### config.mk
export PLATFORM = sky130hd
export DESIGN_NAME = mux_rr_reg
export DESIGN_NICKNAME = d
export VERILOG_FILES = /design/src/rtl/mux_rr_reg.sv
export SDC_FILE = /design/constraint.sdc
export NUM_CORES = 1
export LEC_CHECK = 0
export ABC_AREA = 0
export CAP_MARGIN = 20
export CORE_MARGIN = 2
export CORE_UTILIZATION = 42
export DETAILED_ROUTE_END_ITERATION = 12
export GPL_TIMING_DRIVEN = 1
export HOLD_SLACK_MARGIN = 0.15
export PLACE_DENSITY = 0.89
export REMOVE_ABC_BUFFERS = 1
export SETUP_SLACK_MARGIN = 0.5
export SLEW_MARGIN = 20
export SYNTH_ARGS = -nofsm -noshare
export SYNTH_HDL_FRONTEND = slang
export SYNTH_SLANG_ARGS = --single-unit
### constraint.sdc
create_clock -name clk -period 1.8 [get_ports clk]
set_input_delay 0.18 -clock clk [delete_from_list [all_inputs] [get_ports clk]]
set_output_delay 0.18 -clock clk [all_outputs]
set_load 0.02 [all_outputs]
### src/rtl/mux_rr_reg.sv
// mux_rr_reg: NCH-channel round-robin registered mux with packet lock and valid/ready output.
// Define MUX_RR_FORCE_SEL_EN to add the force_en/force_ch channel override ports.
module mux_rr_reg #(
    parameter int WIDTH = 8,
    parameter int NCH   = 4,
    parameter int SELW  = 2
) (
    input  logic                 clk,
    input  logic                 rst,
    input  logic [NCH*WIDTH-1:0] in_data,
    input  logic [NCH-1:0]       in_valid,
    input  logic [NCH-1:0]       in_last,
    output logic [NCH-1:0]       in_ready,
`ifdef MUX_RR_FORCE_SEL_EN
    input  logic                 force_en,
    input  logic [SELW-1:0]      force_ch,
`endif
    output logic [WIDTH-1:0]     out_data,
    output logic [WIDTH-1:0]     out_data_neg,
    output logic [SELW-1:0]      out_ch,
    output logic                 out_last,
    output logic                 out_valid,
    input  logic                 out_ready
);
    typedef enum logic {IDLE, LOCKED} state_t;

    // Returns {found, index} of the first valid channel after p, wrapping modulo NCH.
    function automatic logic [SELW:0] rr_pick(input logic [NCH-1:0] v, input logic [SELW-1:0] p);
        logic [SELW-1:0] idx;
        rr_pick = '0;
        for (int k = NCH; k >= 1; k--) begin
            idx = SELW'((int'(p) + k) % NCH);
            if (v[idx]) rr_pick = {1'b1, idx};
        end
    endfunction

    state_t           state_q, state_d;
    logic [SELW-1:0]  ptr_q, ptr_d;
    logic [WIDTH-1:0] data_q, data_d, neg_q, neg_d;
    logic [SELW-1:0]  ch_q, ch_d;
    logic             last_q, last_d, valid_q, valid_d;
    logic [WIDTH-1:0] ch_data [NCH];
    logic [SELW:0]    idle_pick;
    logic             sel_vld, acc;
    logic [SELW-1:0]  sel_ch;

    for (genvar g = 0; g < NCH; g++) begin : g_split
        assign ch_data[g] = in_data[g*WIDTH +: WIDTH];
    end

`ifdef MUX_RR_FORCE_SEL_EN
    localparam int PW = 1 << SELW;
    logic [PW-1:0] vpad;
    // Padding keeps out-of-range force_ch values reading an always-invalid channel.
    assign vpad      = PW'(in_valid);
    assign idle_pick = force_en ? {vpad[force_ch], force_ch} : rr_pick(in_valid, ptr_q);
`else
    assign idle_pick = rr_pick(in_valid, ptr_q);
`endif

    always_ff @(posedge clk) begin
        if (rst) begin
            state_q <= IDLE;
            ptr_q   <= SELW'(NCH - 1);
            data_q  <= '0;
            neg_q   <= '1;
            ch_q    <= '0;
            last_q  <= 1'b0;
            valid_q <= 1'b0;
        end else begin
            state_q <= state_d;
            ptr_q   <= ptr_d;
            data_q  <= data_d;
            neg_q   <= neg_d;
            ch_q    <= ch_d;
            last_q  <= last_d;
            valid_q <= valid_d;
        end
    end

    // While locked, ptr_q is the owning channel since every accept updates it.
    always_comb begin
        {sel_vld, sel_ch} = (state_q == LOCKED) ? {in_valid[ptr_q], ptr_q} : idle_pick;
        acc     = !rst && (!valid_q || out_ready) && sel_vld;
        state_d = acc ? (in_last[sel_ch] ? IDLE : LOCKED) : state_q;
        ptr_d   = acc ? sel_ch : ptr_q;
        data_d  = acc ? ch_data[sel_ch] : data_q;
        neg_d   = acc ? ~ch_data[sel_ch] : neg_q;
        ch_d    = acc ? sel_ch : ch_q;
        last_d  = acc ? in_last[sel_ch] : last_q;
        valid_d = acc || (valid_q && !out_ready);
    end

    always_comb begin
        in_ready     = acc ? (NCH'(1) << sel_ch) : '0;
        out_data     = data_q;
        out_data_neg = neg_q;
        out_ch       = ch_q;
        out_last     = last_q;
        out_valid    = valid_q;
    end
endmodule

# ---- Word-level counts from Yosys, hierarchy flattened
# Cells that the tools add are included.
dict set report classes {
  n_shift 1
  bitwise 2
  n_mul 0
  n_addsub 4
  n_mux 22
  n_lt_le_gt_ge 7
  n_reduce_logical 8
  eq_ne 0
  n_div 0
}
# cell count
set op_table {}
lappend op_table {{$lt 2x3->1 const B} 6}
lappend op_table {{$bmux 8 s2} 1}
lappend op_table {{$mux 8} 2}
lappend op_table {{$mux 3} 5}
lappend op_table {{$bmux 1 s2} 6}
lappend op_table {{$not 8->8} 1}
lappend op_table {{$mux 1} 7}
lappend op_table {{$add 2x1->2 const B} 2}
lappend op_table {{$add 2x2->2 const B} 2}
lappend op_table {{$mux 4} 1}
lappend op_table {{$shl 1x2->4 const A} 1}
lappend op_table {{$ge 3x3->1 const B} 1}
lappend op_table {{$logic_and 1x1->1} 3}
lappend op_table {{$logic_not 1->1} 3}
lappend op_table {{$not 2->3} 1}
lappend op_table {{$logic_or 1x1->1} 2}
dict set report word_totals {
  mem_count 0
  latch_bits 0
  ff_bits 23
  output_inout_bits 24
  mem_bits_rw 0
  romBits 0
}

# ---- Logic depth before layout (Yosys ltp)
# Gate-level depths: netlist of the first run.
dict set report depth {
  depth_word 13
  depth_mapped 8
  depth_no_buf 5
}

# ---- Worst setup path after synthesis of the first run
# OpenSTA, ideal clock, no wires.
dict set report synth_timing {
  path_type {register to output}
  startpoint {register state_q}
  endpoint {output port in_ready[2]}
  t_arrival_ps 1975
  setup_slack_ps -355
  t_required_ps 1620
  stages_incl_launch_ff 9
  path_buffers 3
  path_cell_list {dfxtp_1 > clkbuf_1 > nor2b_1 > a2bb2oi_2 > and3_1 > clkbuf_1 > nand3_2 > buf_2 > nor3_1}
}
dict set report synth_via {
  elab_chain_cells 3
}
# item line_no
set synth_lines {}
lappend synth_lines {{from (decl)} 37} ;# state_t state_q, state_d;
lappend synth_lines {{from (signal assigned)} 71} ;# state_q <= state_d;
lappend synth_lines {{$mux 3 (*)} 83} ;# {sel_vld, sel_ch} = (state_q == LOCKED) ? {in_valid[ptr_q], ptr_q} : idle_pick;
lappend synth_lines {{$shl 1x2->4 / $logic_and 1x1->1 (equally long branches)} {95, 84}}
lappend synth_lines {{$mux 4 (*)} 95} ;# in_ready = acc ? (NCH'(1) << sel_ch) : '0;
lappend synth_lines {{to (decl)} 13} ;# output logic [NCH-1:0] in_ready,
# Every way passes the cells marked *; elsewhere a longest branch is shown, timed or not.

# ---- Worst setup path after layout of the first run
dict set report layout_timing {
  startpoint {input port in_valid[3]}
  endpoint {register last_q (netlist: out_last)}
}
dict set report layout_via {
  elab_chain_cells 9
}
# item line_no
set layout_lines {}
lappend layout_lines {{from (decl)} 11} ;# input logic [NCH-1:0] in_valid,
lappend layout_lines {{$bmux 1 s2} 33} ;# if (v[idx]) rr_pick = {1'b1, idx};
lappend layout_lines {{$mux 1 (implied by the code)} 33}
lappend layout_lines {{$mux 3 (4 in series)} 33}
lappend layout_lines {{$mux 3 (*)} 83}
lappend layout_lines {{$bmux 1 s2} 90} ;# last_d = acc ? in_last[sel_ch] : last_q;
lappend layout_lines {{$mux 1 (implied by the code)} 90}
lappend layout_lines {{to (signal assigned)} 76} ;# last_q <= last_d;
lappend layout_lines {{to (decl)} 41} ;# logic last_q, last_d, valid_q, valid_d;
# Every way passes the cells marked *; elsewhere a longest branch is shown, timed or not. The select of a mux whose other input is x is not followed.
# A chain may end at the register's enable or synchronous reset.

==> results of run 1 <==
[stage by stage]
stage / instances / instance area (sq um) / util [%]
floorplan: 211 / 1920 / -
global placement: 378 / 3010 / 64.2
detailed placement: 378 / 3010 / 64.2
CTS: 390 / 3470 / 74.1
global route: 396 / 3670 / 78.1
finish: 396 / 3670 / 78.1
[power by group through the flow]
stage / Combinational, mW / Clock (mW) / Sequential [mW]
after floorplan: 1.49 / 0 / 1.09
after global placement: 2.91 / 0 / 0.827
after detailed placement: 2.98 / 0 / 0.832
after CTS: 3.62 / 0.341 / 0.833
after global routing: 4.39 / 0.352 / 0.856
final: 4.24 / 0.339 / 0.847
[final cells by class]
class | instances | area (sq um) | share of cell area (%)
Timing Repair Buffer | 127 | 1300 | 35.5
Clock inverter | 1 | 5.00 | 0.137
Inverter | 3 | 11.3 | 0.307
Multi-Input combinational cell | 185 | 1770 | 48.4
Clock buffer | 3 | 41.3 | 1.13
Tap cell | 54 | 67.6 | 1.84
Sequential cell | 23 | 468 | 12.8
[routing by layer]
layer	share of wire, %	up-vias	GRT usage [%]
li1	-	1189	-
met1	38	1369	37.0
met2	49	218	52.5
met3	8.3	67	5.90
met4	5.6	0	18.8
met5	0	-	0
[logic make-up after synthesis]
family	share of synthesized area [%]
multiplexers	9.37
AO/OA/AOI/OAI	44.1
AND/OR/NAND/NOR	17.4
flip-flops	22.5
buffers and inverters	6.61
[what timing repair did]
action	4_1_cts	5_1_grt
setup endpoints to repair	47	27
hold endpoints to repair	0	0
cloned	3	4
buffers inserted	5	2
pin swaps	12	9
resized for setup	110	28
[cell usage in the layout (no fill, tap or decap), types with 4 or more instances in the layout]
| cell | synthesis | layout |
|---|---|---|
| a211oi_1 | 19 | 16 |
| buf_4 | 1 | 37 |
| buf_6 | 3 | 15 |
| clkdlybuf4s50_1 | 0 | 38 |
| dfxtp_1 | 23 | 21 |
| dlygate4sd2_1 | 0 | 24 |
| mux2i_1 | 18 | 18 |
| nand2_1 | 14 | 12 |
| nand2b_1 | 9 | 8 |
| nor2_1 | 10 | 8 |
| nor3_2 | 1 | 4 |
| o21ai_0 | 19 | 16 |
| o221a_2 | 9 | 6 |
| o221ai_1 | 38 | 21 |
| o221ai_2 | 1 | 18 |
[synth_stat cells, types with 2 or more instances]
library cell / count
o21a_1: 2
or2_2: 3
a211oi_1: 19
o221a_1: 2
o211ai_1: 2
nor2b_1: 4
inv_1: 2
nand2_1: 14
mux2i_1: 18
nor3_1: 4
a21oi_1: 2
nand2b_1: 9
buf_6: 3
o221a_2: 9
nor2_1: 10
o221ai_1: 38
a221o_1: 2
clkbuf_1: 10
buf_2: 9
and2_1: 2
dfxtp_1: 23
o21ai_0: 19
nand3_2: 2
[worst min-delay path by stage]
| stage | endpoint | slack [ns] | depth (start not counted) |
|---|---|---|---|
| 6_report | out_ch[1]$_SDFFE_PP0P_ | 0.45 | 2 |
| 4_1_cts | out_ch[1]$_SDFFE_PP0P_ | 0.45 | 2 |
| 2_1_floorplan | out_ch[0]$_SDFFE_PP0P_ | 0.25 | 1 |
| 5_1_grt | out_ch[1]$_SDFFE_PP0P_ | 0.49 | 2 |
| 3_5_place_dp | out_ch[1]$_SDFFE_PP0P_ | 0.44 | 2 |
| 3_3_place_gp | out_ch[1]$_SDFFE_PP0P_ | 0.44 | 2 |
[flip-flops by register name (all words and copies together) (netlist names)]
signal,flops
out_last,1
out_data_neg,8
ptr_q,2
out_valid,1
out_ch,2
out_data,8
state_q,1
[critical path, delay by kind of cell]
| kind | cells | cell delay, ns |
|---|---|---|
| buffers and inverters | 4 | 0.75 |
| AND/OR/NAND/NOR | 1 | 0.34 |
| AO/OA/AOI/OAI | 4 | 1.20 |
==> results by group, run 1 <==
Clock network
  • CTS root buf: clkbuf_8
  • CTS buffer count: 3
  • CTS Hold Buffers Added: 0
  • Worst-Skew Late Latency: 0.27 ns
  • Clk pin slew, worst setup/hold paths: 0.09 ns
  • Sinks on Clock Net: 23
  • CTS tree: built
  • Bufs on Longest Clock Path: 2
  • H-tree depth: 1

Finish
  • Filler instances: 286
  • Fin nets: 386
  • Area growth syn-to-layout: 79.4%
  • Fraction of layout cells with a size suffix above 1: 40.6%
  • N_diodes: 0

Route
  • DRT Pass-1 Iters: 5
  • Via count: 2843
  • Post-DR vias/cell: 7.18
  • Post-DRT Antenna Nets: 0
  • Drt drc: 0
  • Routed wire length: 10200 um
  • Drt initial violations: 380
  • Routed wire per std cell: 25.7 um

Synth
  • EDFF count, synth: 0
  • Synthesized cell area: 0.00204 sq mm
  • Synth unique cells: 49
  • Synth warn: 0
  • Cell accounting for the most synthesized area: dfxtp_1
  • Post-synthesis register bit count: 23
  • Top cell type's share of synthesized area: 22.5%
  • Mapped Cells: 234
  • Async S/R FF share, synth: 0%
  • Syn_area_per_cell: 8.73 sq um
  • Synth area leaders: dfxtp_1 (23%), o221ai_1 (16%), mux2i_1 (8.8%)
  • Synth Flop Type: dfxtp_1
  • Seq/Total Area, Yosys: 22.5%

Worst setup path
  • Most used cell, CP: buf_4
  • CP Launch Type: primary input
  • Critical Path AT: 2.47 ns
  • Worst setup path end: out_last$_SDFFE_PP0P_
  • Crit Path Max Fanout: 18
  • Worst setup startpoint: in_valid[3]
  • Max incr delay on CP: 0.45 ns
  • R2r setup slk: -0.48 ns
  • Cell count of the worst reg-to-reg path: 8
  • Worst R2R End: out_last$_SDFFE_PP0P_
  • Critical path, cell by cell: dlygate4sd2_1 > buf_4 > buf_4 > or2_2 > buf_12 > a211oi_1 > o311ai_2 > o221a_4 > a221o_1
  • CP Capture Type: register
  • Crit path kind: primary input to register
  • Critical Path RT: 1.96 ns
  • Critical R2R Launch: ptr_q[0]$_SDFFE_PP1P_
  • Slowest CP cell: a211oi_1

Global routing
  • Vias in the first global route: 2692
  • First-pass GRT wire length: 13200 um
  • Largest net degree at the start of global routing: 21
  • Overflow after GRT: 0
  • GRT Util Overall: 31.4%
  • Initial antenna violation count: 0

Placement
  • Pre-CTS setup slack: -0.922 ns
  • GPL Wtd Cong: 0.959
  • DP HPWL: 4870 um
  • Port buffer count: 66

Floorplanning
  • Die ar.: 0.00544 sq mm
  • Die H: 73.8 um
  • Die span in x: 73.8 um
  • I/O pin total: 67
  • Core Area: 0.00469 sq mm
  • Starting Density: 43.5%
  • Row cnt: 25

Status
  • Status: complete, but fails checks
  • Failing checks: negative setup slack

Power
  • Combinational power share: 78.1%
  • Sw frac: 45.6%
  • Pwr dens: 1480 mW/mm^2
  • VDD IR-drop max: 0.896 mV
  • Switching Power: 2.48 mW
  • Reg power frac: 15.6%
  • Final Power: 5.42 mW
  • Leakage: 1.49 nW
  • Clock power frac: 6.2%
  • Design internal power: 2.95 mW

STA
  • Min Hold Slack: 0.454 ns
  • Tmin final: 2.31 ns
  • Slew at the pin closest to its max-slew limit: 0.521 ns
  • Slew Limit Headroom: 64.8%
  • Setup violators final: 24
  • Period utilisation layout: 128%
  • Fin Setup TNS: -5.90 ns
  • Final hold violations: 0
  • Worst clock skew: 0.00320 ns
  • RSZ-0062 raised after global routing: true
  • Max Fclk: 433 MHz
  • Final Max Tran Viols: 0
  • Final worst slack: -0.511 ns

Hold path
  • Hold crit path type: register to register
  • Worst hold start: out_ch[1]$_SDFFE_PP0P_

Job
  • Max-Cap Viols: 0
Note: power is estimated with default switching activity, not from simulation.
==> inputs of run 2 (changes only) <==
MAX_ROUTING_LAYER = met4   (was default)
==> run 2 against run 1 <==
The flow still finishes with violations (negative setup slack); die area did not move; first-iteration DRC count fell by 9.7%; sequential power barely moved; final cell count rose by 0.25%; critical endpoint is now in_ready[3].
==> results by group, run 2 (synthesis gave the netlist of run 1 again) <==
STA
  • Setup violators final: 24 (unchanged)
  • Slew Limit Headroom: 72.8% (+8.0 points)
  • Tmin final: 2.17 ns (-0.143 ns)
  • RSZ-0062 raised after global routing: true
  • Period utilisation layout: 120% (-7.9 points)
  • Slew at the pin closest to its max-slew limit: 0.407 ns (-0.114 ns)
  • Final worst slack: -0.368 ns (+0.143 ns)
  • Max Fclk: 461 MHz (+6.6%)
  • Final hold violations: 0 (unchanged)
  • Final Max Tran Viols: 0 (unchanged)
  • Fin Setup TNS: -5.70 ns (+0.194 ns)
  • Worst clock skew: 0.00175 ns (-0.00146 ns)

Worst setup path
  • Slowest CP cell: or4_4
  • Critical Path RT: 1.62 ns (-0.34 ns)
  • Crit path kind: register to primary output
  • Worst setup startpoint: ptr_q[0]$_SDFFE_PP1P_
  • Critical R2R Launch: ptr_q[0]$_SDFFE_PP1P_
  • Crit Path Max Fanout: 6 (-12)
  • Critical path, cell by cell: and4b_4 > or4_4 > o21a_4 > nor2_2 > nor2_1 > buf_4
  • Max incr delay on CP: 0.55 ns (+0.10 ns)
  • CP Launch Type: register
  • CP Capture Type: primary output
  • Critical Path AT: 1.99 ns (-0.48 ns)

Finish
  • Most common cell after layout, fill and taps aside: buf_4
  • Fin nets: 387 (+0.26%)
  • N_diodes: 0 (unchanged)
  • Fraction of layout cells with a size suffix above 1: 40.8% (+0.17 points)
  • Cell Count, Final, Fillers Out: 397 (+0.25%)
  • Area taken by multi-input logic gates: 0.00178 sq mm (+0.64%)
  • Design Area, Final: 0.00359 sq mm (-2.0%)
  • Storage element area: 468 sq um (unchanged)
  • Area growth syn-to-layout: 75.7%
  • Most frequent cells in the layout: buf_4 (50), clkdlybuf4s50_1 (38), dlygate4sd2_1 (24), dfxtp_1 (21), o221ai_1 (19)
  • Filler instances: 295 (+3.1%)

Power
  • Final Power: 5.15 mW (-5.1%)
  • Leakage: 1.44 nW (-3.4%)
  • VDD IR-drop max: 0.761 mV (-15%)
  • Pwr dens: 1430 mW/mm^2 (-3.1%)

Clock network
  • CTS root buf: clkbuf_8
  • CTS buffer count: 3 (unchanged)
  • CTS Hold Buffers Added: 0 (unchanged)
  • CTS tree: built
  • Clk pin slew, worst setup/hold paths: 0.09 ns (about the same)
  • Bufs on Longest Clock Path: 2 (unchanged)
  • H-tree depth: 1 (unchanged)
  • Sinks on Clock Net: 23 (unchanged)
  • Worst-Skew Late Latency: 0.28 ns (about the same)

Job
  • Max-Cap Viols: 0 (unchanged)

Hold path
  • Hold crit path type: register to register
  • Worst hold start: out_ch[1]$_SDFFE_PP0P_

Global routing
  • Overflow after GRT: 0 (unchanged)
  • GRT Util Overall: 26.1% (-5.4 points)
  • First-pass GRT wire length: 10900 um (-17%)
  • Largest net degree at the start of global routing: 21 (unchanged)
  • Vias in the first global route: 2239 (-17%)
  • Initial antenna violation count: 0 (unchanged)

Placement
  • DP HPWL: 4740 um (-2.6%)
  • GPL Wtd Cong: 0.959 (about the same)
  • Placed Instances: 378 (unchanged)
  • Port buffer count: 66 (unchanged)
  • Post-DP Area: 0.00301 sq mm (unchanged)

Route
  • Drt drc: 0 (unchanged)
  • Post-DR vias/cell: 6.77 (-5.7%)
  • Routed wire length: 8440 um (-17%)
  • Post-DRT Antenna Nets: 0 (unchanged)
  • Routed wire per std cell: 21.2 um (-17%)
  • DRT Pass-1 Iters: 5 (unchanged)
  • Drt initial violations: 343 (-9.7%)
  • Via count: 2688 (-5.5%)

Floorplanning
  • I/O pin total: 67 (unchanged)
  • Die H: 73.8 um (unchanged)
  • Core Area: 0.00469 sq mm (unchanged)
  • Die span in x: 73.8 um (unchanged)
  • Starting Density: 43.5% (unchanged)
  • Die ar.: 0.00544 sq mm (unchanged)
  • Row cnt: 25 (unchanged)

Status
  • Failing checks: negative setup slack
  • Status: complete, but fails checks
run 2: layer usage:
metal | share of wire, % | vias to the layer above | GRT usage, %
met5 | 0 | - | -
met4 | 3.4 | 0 | 5.66
met3 | 8.5 | 30 | 3.98
met2 | 47 | 209 | 42.3
met1 | 41 | 1255 | 34.2
li1 | - | 1194 | -
run 2: layout make-up:
class                   instances  share of cell area, %
inverters                       3                  0.314
clock buffers                   3                   1.15
well taps                      54                   1.88
repair buffers                128                   33.8
clock inverters                 1                  0.139
multi-input cells             185                   49.7
flip-flops and latches         23                   13.0
run 2: final timing paths:
kind | to | slack [ns] | cells after the start
hold / removal | out_ch[1]$_SDFFE_PP0P_ | 0.45 | 2
setup / recovery | in_ready[3] | -0.37 | 6
setup reg to reg | out_data_neg[7]$_SDFFE_PP1P_ | -0.30 | 9
hold reg to reg | out_ch[1]$_SDFFE_PP0P_ | 0.45 | 2
run 2: where the power goes:
part	leakage, nW	switching, mW	total [mW]	internal, mW
sequential	0.191	0.132	0.844	0.712
combinational	1.22	1.98	3.96	1.99
clock	0.0255	0.187	0.342	0.155
run 2: critical path: cells and delay by family, from the launching register on:
kind,cells,cell delay [ns]
AND/OR/NAND/NOR,4,0.93
flip-flops,1,0.38
AO/OA/AOI/OAI,1,0.24
buffers and inverters,1,0.16
run 2: timing repair:
| item | CTS | global route |
|---|---|---|
| pin swaps | 5 | 18 |
| cloned | 0 | 5 |
| endpoints found under the setup margin | 47 | 27 |
| resized for setup | 71 | 55 |
| buffers inserted | 3 | 7 |
run 2: stage by stage:
step                      hold slack [ns]  setup WS [ns]  utilization [%]
after floorplan                     0.249         -0.991                -
after global placement              0.436         -0.819             64.2
after detailed placement            0.443         -0.871             64.2
after CTS                           0.459         -0.346             67.2
after global routing                0.485         -0.425             76.5
final                               0.455         -0.368             76.5
